File: src/rtl/aurora_tx_data_unpack.sv
// Aurora TX unpacker: fetches 512-bit DDR words one request at a time
// and streams them as 64-bit beats, lane [63:0] first.
module aurora_tx_data_unpack #(
    parameter int IN_WIDTH  = 512,
    parameter int OUT_WIDTH = 64,
    parameter int LEN_W     = 16
) (
    input  logic                 aurora_log_clk_0,
    input  logic                 aurora_rst_0,
    input  logic                 xdma_vin_mem_clear_i,
    input  logic                 tx_start_i,
    input  logic [LEN_W-1:0]     tx_frame_len_i,
    output logic                 ddr_rd_req_o,
    input  logic                 ddr_rd_valid_i,
    input  logic [IN_WIDTH-1:0]  ddr_rd_data_i,
    output logic                 aurora_tx_tvalid_o,
    input  logic                 aurora_tx_tready_i,
    output logic [OUT_WIDTH-1:0] aurora_tx_tdata_o,
    output logic                 aurora_tx_tlast_o,
    output logic                 tx_busy_o,
    output logic [31:0]          tx_beat_cnt_o,
    output logic [31:0]          tx_stall_cnt_o
);

    localparam int LANES = IN_WIDTH / OUT_WIDTH;
    localparam int IDX_W = $clog2(LANES);
    localparam int BL_W  = LEN_W + IDX_W;
    localparam logic [IDX_W-1:0] LAST_IDX = IDX_W'(LANES - 1);

    typedef enum logic {
        IDLE,
        RUN
    } state_t;

    state_t              state;
    logic [LEN_W-1:0]    req_left;
    logic [BL_W-1:0]     beat_left;
    logic [IDX_W-1:0]    beat_idx;
    logic                req_prev;
    logic [1:0]          outst;
    logic [1:0]          drop_cnt;
    logic                act_valid;
    logic                pre_valid;
    logic [IN_WIDTH-1:0] act_data;
    logic [IN_WIDTH-1:0] pre_data;
    logic                started;
    logic [31:0]         beat_cnt;
    logic [31:0]         stall_cnt;

    logic       req_fire;
    logic       rsp_take;
    logic       rsp_drop;
    logic       pop;
    logic       pop_word;
    logic       last_beat;
    logic [2:0] occ_sum;
    logic [1:0] pend_nxt;

    // Responses still owed from before a clear count against the window too,
    // so at most two DDR words are ever in flight or buffered.
    assign occ_sum = {1'b0, outst} + {1'b0, drop_cnt}
                   + {2'b0, act_valid} + {2'b0, pre_valid};

    assign req_fire = (state == RUN) && (req_left != '0)
                   && (occ_sum < 3'd2) && !req_prev;

    assign rsp_drop  = ddr_rd_valid_i && (drop_cnt != 2'd0);
    assign rsp_take  = ddr_rd_valid_i && (drop_cnt == 2'd0) && (outst != 2'd0);
    assign pop       = act_valid && aurora_tx_tready_i;
    assign pop_word  = pop && (beat_idx == LAST_IDX);
    assign last_beat = act_valid && (beat_left == BL_W'(1));

    assign pend_nxt = outst + drop_cnt + {1'b0, req_fire}
                    - {1'b0, rsp_take | rsp_drop};

    always_ff @(posedge aurora_log_clk_0) begin
        if (aurora_rst_0 || xdma_vin_mem_clear_i) begin
            state     <= IDLE;
            req_left  <= '0;
            beat_left <= '0;
            beat_idx  <= '0;
            req_prev  <= 1'b0;
            outst     <= 2'd0;
            // A clear leaves DDR responses in flight; remember how many to discard.
            drop_cnt  <= aurora_rst_0 ? 2'd0 : pend_nxt;
            act_valid <= 1'b0;
            pre_valid <= 1'b0;
            act_data  <= '0;
            pre_data  <= '0;
            started   <= 1'b0;
            beat_cnt  <= '0;
            stall_cnt <= '0;
        end else begin
            req_prev <= req_fire;
            if (req_fire) begin
                req_left <= req_left - 1'b1;
            end
            outst <= outst + {1'b0, req_fire} - {1'b0, rsp_take};
            if (rsp_drop) begin
                drop_cnt <= drop_cnt - 2'd1;
            end

            if (pop) begin
                beat_cnt  <= beat_cnt + 32'd1;
                beat_left <= beat_left - 1'b1;
                beat_idx  <= beat_idx + 1'b1;
                started   <= 1'b1;
            end
            if ((state == RUN) && !act_valid && started) begin
                stall_cnt <= stall_cnt + 32'd1;
            end

            if (pop_word) begin
                if (pre_valid) begin
                    act_data  <= pre_data;
                    act_valid <= 1'b1;
                    pre_valid <= rsp_take;
                    if (rsp_take) begin
                        pre_data <= ddr_rd_data_i;
                    end
                end else if (rsp_take) begin
                    act_data  <= ddr_rd_data_i;
                    act_valid <= 1'b1;
                end else begin
                    act_valid <= 1'b0;
                end
            end else begin
                if (pop) begin
                    act_data <= act_data >> OUT_WIDTH;
                end
                if (rsp_take) begin
                    if (!act_valid) begin
                        act_data  <= ddr_rd_data_i;
                        act_valid <= 1'b1;
                    end else begin
                        pre_data  <= ddr_rd_data_i;
                        pre_valid <= 1'b1;
                    end
                end
            end

            unique case (state)
                IDLE: begin
                    if (tx_start_i && (tx_frame_len_i != '0)) begin
                        state     <= RUN;
                        req_left  <= tx_frame_len_i;
                        beat_left <= {tx_frame_len_i, {IDX_W{1'b0}}};
                        beat_idx  <= '0;
                        started   <= 1'b0;
                    end
                end
                RUN: begin
                    if (pop && last_beat) begin
                        state <= IDLE;
                    end
                end
            endcase
        end
    end

    assign ddr_rd_req_o       = req_fire;
    assign aurora_tx_tvalid_o = act_valid;
    assign aurora_tx_tdata_o  = act_data[OUT_WIDTH-1:0];
    assign aurora_tx_tlast_o  = last_beat;
    assign tx_busy_o          = (state != IDLE);
    assign tx_beat_cnt_o      = beat_cnt;
    assign tx_stall_cnt_o     = stall_cnt;

endmodule

File: config.mk
export PLATFORM = sky130hd
export DESIGN_NAME = aurora_tx_data_unpack
export DESIGN_NICKNAME = d
export VERILOG_FILES = /design/src/rtl/aurora_tx_data_unpack.sv
export SDC_FILE = /design/constraint.sdc
export NUM_CORES = 2
export LEC_CHECK = 0
export BUFFER_PORTS_ARGS = -buffer_cell sky130_fd_sc_hd__buf_2
export CAP_MARGIN = 20
export CORE_AREA = 2 2 397 399
export CTS_BUF_LIST = sky130_fd_sc_hd__clkbuf_4
export DETAILED_ROUTE_END_ITERATION = 6
export DIE_AREA = 0 0 399 401
export SYNTH_ARGS = -nofsm -noshare
export SYNTH_HDL_FRONTEND = slang
export SYNTH_SLANG_ARGS = --single-unit
File: constraint.sdc
create_clock -name aurora_log_clk_0 -period 7.3 [get_ports aurora_log_clk_0]
set_clock_uncertainty 0.05 [all_clocks]
set_input_delay 1.825 -clock aurora_log_clk_0 [delete_from_list [all_inputs] [get_ports aurora_log_clk_0]]
set_output_delay 1.825 -clock aurora_log_clk_0 [all_outputs]
set_load 0.02 [all_outputs]
==> results.sh <==
export IMPL_hold_class="reg -> reg"
export IMPL_die_w_um=399
export IMPL_setup_tns_ns=0
export IMPL_slowest_delay_ns=0.58
export IMPL_cts_htree_levels=5
export IMPL_layout_common_cells="1,539 x nand2_1, 1,133 x dfxtp_1, 1,032 x a21oi_1"
export IMPL_cts_tree="done"
export IMPL_clockRootBuffer="clkbuf_4"
export IMPL_path_class="reg -> out"
export IMPL_multi_input_area_um2=28000
export IMPL_fin_crit_ns=6.00
export IMPL_port_buffers=665
export IMPL_grt_util_all_layers=0.277
export IMPL_gp_congestion=0.868
export IMPL_wl_mm=233
export IMPL_worstMarginPinSlew_ns=1.24
export IMPL_setup_violations=0
export IMPL_cp_top_family="adder cells"
export IMPL_yosysTopAreaCell="dfxtp_1"
export IMPL_crit_required_ns=5.43
export IMPL_ys_async_sr_fraction=0
export IMPL_cts_setup_buffers=0
export IMPL_synth_main_ff_cell="dfxtp_1"
export IMPL_grt_max_degree=210
export IMPL_crit_fanout=7
export IMPL_drt_iter0_drc=6385
export IMPL_status="finished, final reports clean"
export IMPL_register_area_um2=22700
export IMPL_powerDensity_nw_per_um2=208
export IMPL_end_kind="primary output"
export IMPL_drive_above_1_share=0.167
export IMPL_grt_util_met1=0.369
export IMPL_placed_area_um2=57900
export IMPL_power_leakage_nw=20.4
export IMPL_grt_busiest_layer="met2"
export IMPL_layout_commonest_cell="nand2_1"
export IMPL_use_met2=0.404
export IMPL_synth_seq_area_share=0.419
export IMPL_avgRoutedWirePerCell_um=23.3
export IMPL_vias=58000
export IMPL_synth_seq_cells=1135
export IMPL_ant_nets=0
export IMPL_dp_hpwl_mm=142
export IMPL_ir_drop_v=0.000153
export IMPL_overflow=0
export IMPL_synth_top_area_frac=0.418
export IMPL_grtUsageMet3=0.0596
export IMPL_nFillCells=16400
export IMPL_startpoint_type="register"
export IMPL_synth_area_top_cells="dfxtp_1 42%, nand2_1 11%, a21oi_1 9.5%"
export IMPL_rsz0062_at_grt="no"
export IMPL_syn_num_nets=7914
export IMPL_die_area_um2=160000
export IMPL_worstPathArrival_ns=4.12
export IMPL_drt_pass1_iterations=6
export IMPL_area_delta_synth_final_pct=14.4
export IMPL_stdcell_area_um2=62000
export IMPL_ios=666
export IMPL_ctsHoldBuffers=0
export IMPL_crit_buf_inv=2
export IMPL_start_util=0.348
export IMPL_hold_viol=0
export IMPL_fmax_ghz=0.167
export IMPL_max_slew_margin=0.176
export IMPL_cap_viol_max_count=0
export IMPL_syn_area_per_cell_um2=7.36
export IMPL_yosys_warnings=0
export IMPL_cts_resized=0
export IMPL_grt_pass1_vias=53500
export IMPL_crit_chain="fa_1, nand2_1, fa_1, nand3b_1, nor2_1, nand2_1, inv_1, buf_2"
export IMPL_slew_viol_final=0
export IMPL_crit_slowest_cell="fa_1"
export IMPL_core_area_um2=156000
export IMPL_die_h_um=401
export IMPL_hold_ws_ns=0.398
export IMPL_cts_buffers=346
export IMPL_rows=145
export IMPL_insertion_delay_ns=1.37
export IMPL_syn_inst=7365
export IMPL_viasPerCell=5.80
export IMPL_drc=0
export IMPL_finalCritPeriodShare=0.822
export IMPL_clk_transition_reported_paths_ns=0.06
export IMPL_synthesis_area_um2=54200
export IMPL_clock_sinks=1135
export IMPL_cts_max_path_buffers=4
export IMPL_ys_types=55
export IMPL_layout_nets=8213
export IMPL_antenna_found_initial=120
export IMPL_grt_pass1_wl_mm=343
export IMPL_synth_edf_count=2
power by group:
group / internal [mW] / switching [mW] / leakage [nW]
clock: 3.08 / 2.90 / 2.37
combinational: 0.227 / 0.420 / 8.88
sequential: 6.23 / 0.0316 / 9.15
flip-flops by register name (all words and copies together) (netlist names), 2 cells and up:
name            flops
tx_beat_cnt_o      32
pre_data          512
beat_left          19
outst               2
tx_stall_cnt_o     32
drop_cnt            2
act_data          512
beat_idx            3
req_left           16
through the flow:
step	std cells	utilization	total power, mW	setup slack, ns
detailed placement	9372	0.372	7.03	2.46
global placement	9369	0.371	7.02	2.51
finish	9996	0.398	12.9	1.30
global route	9978	0.398	13.4	1.02
CTS	9918	0.397	13.0	1.16
floorplan	7365	-	6.68	3.07
cells in the mapped netlist (21+ instances only):
cell          n
a21oi_1    1032
a32o_1       33
buf_1        46
buf_2       150
buf_4        64
clkbuf_1    546
dfxtp_1    1133
inv_1        21
nand2_1    1540
nand3_1      30
nand4_1      28
nor2_1      535
nor3_1      464
o2111ai_1   448
o211ai_1     33
o21ai_0     536
o221a_2      31
o22ai_1      33
or3_1       454
xnor2_1      50
xor2_1       39
per-layer routing:
layer  vias to the layer above  share of wire
met5                         -         0.0019
met4                        68          0.057
met3                       575          0.085
met2                      2696           0.44
met1                     27800           0.41
li1                      26800              -
worst reg2reg max path, delay by kind of cell (launching register included):
family / cells / cell delay (ns)
simple gates: 1 / 0.46
compound gates: 3 / 0.61
flops: 1 / 0.34
fa+ha+maj: 2 / 0.88
buf+inv: 2 / 1.67
path summary, 6_finish.rpt:
check / startpoint / to / slack, ns / depth (start not counted)
worst max-delay path: pre_valid / ddr_rd_req_o / 1.30 / 8
worst min-delay path: pre_data[82] / pre_data[82] / 0.40 / 2
worst max register to register: beat_idx[0] / act_data[103] / 3.26 / 8
worst min register to register: pre_data[82] / pre_data[82] / 0.40 / 2
cell families (layout without fill, tap and decap cells):
family	Yosys count	in the layout	share of synthesized area
DFF	1135	1135	0.419
xor gates and xnor gates	89	89	0.0144
and+or+nand+nor	3131	3131	0.256
muxes	1	1	0.000185
buffers and inverters	827	1324	0.0651
other	0	76	0
AOI/OAI and AO/OA	2167	2167	0.241
adders and majority gates	15	15	0.00388
final cells by class:
cell class                 instances  area share
multi-input combinational       5403       0.452
sequential                      1135       0.367
timing repair buffer             757      0.0718
clock buffer                     492      0.0596
tap                             2058      0.0415
clock inverter                    54     0.00391
antenna                           76     0.00307
inverter                          21     0.00139
Power figures use the tool's default switching activity.
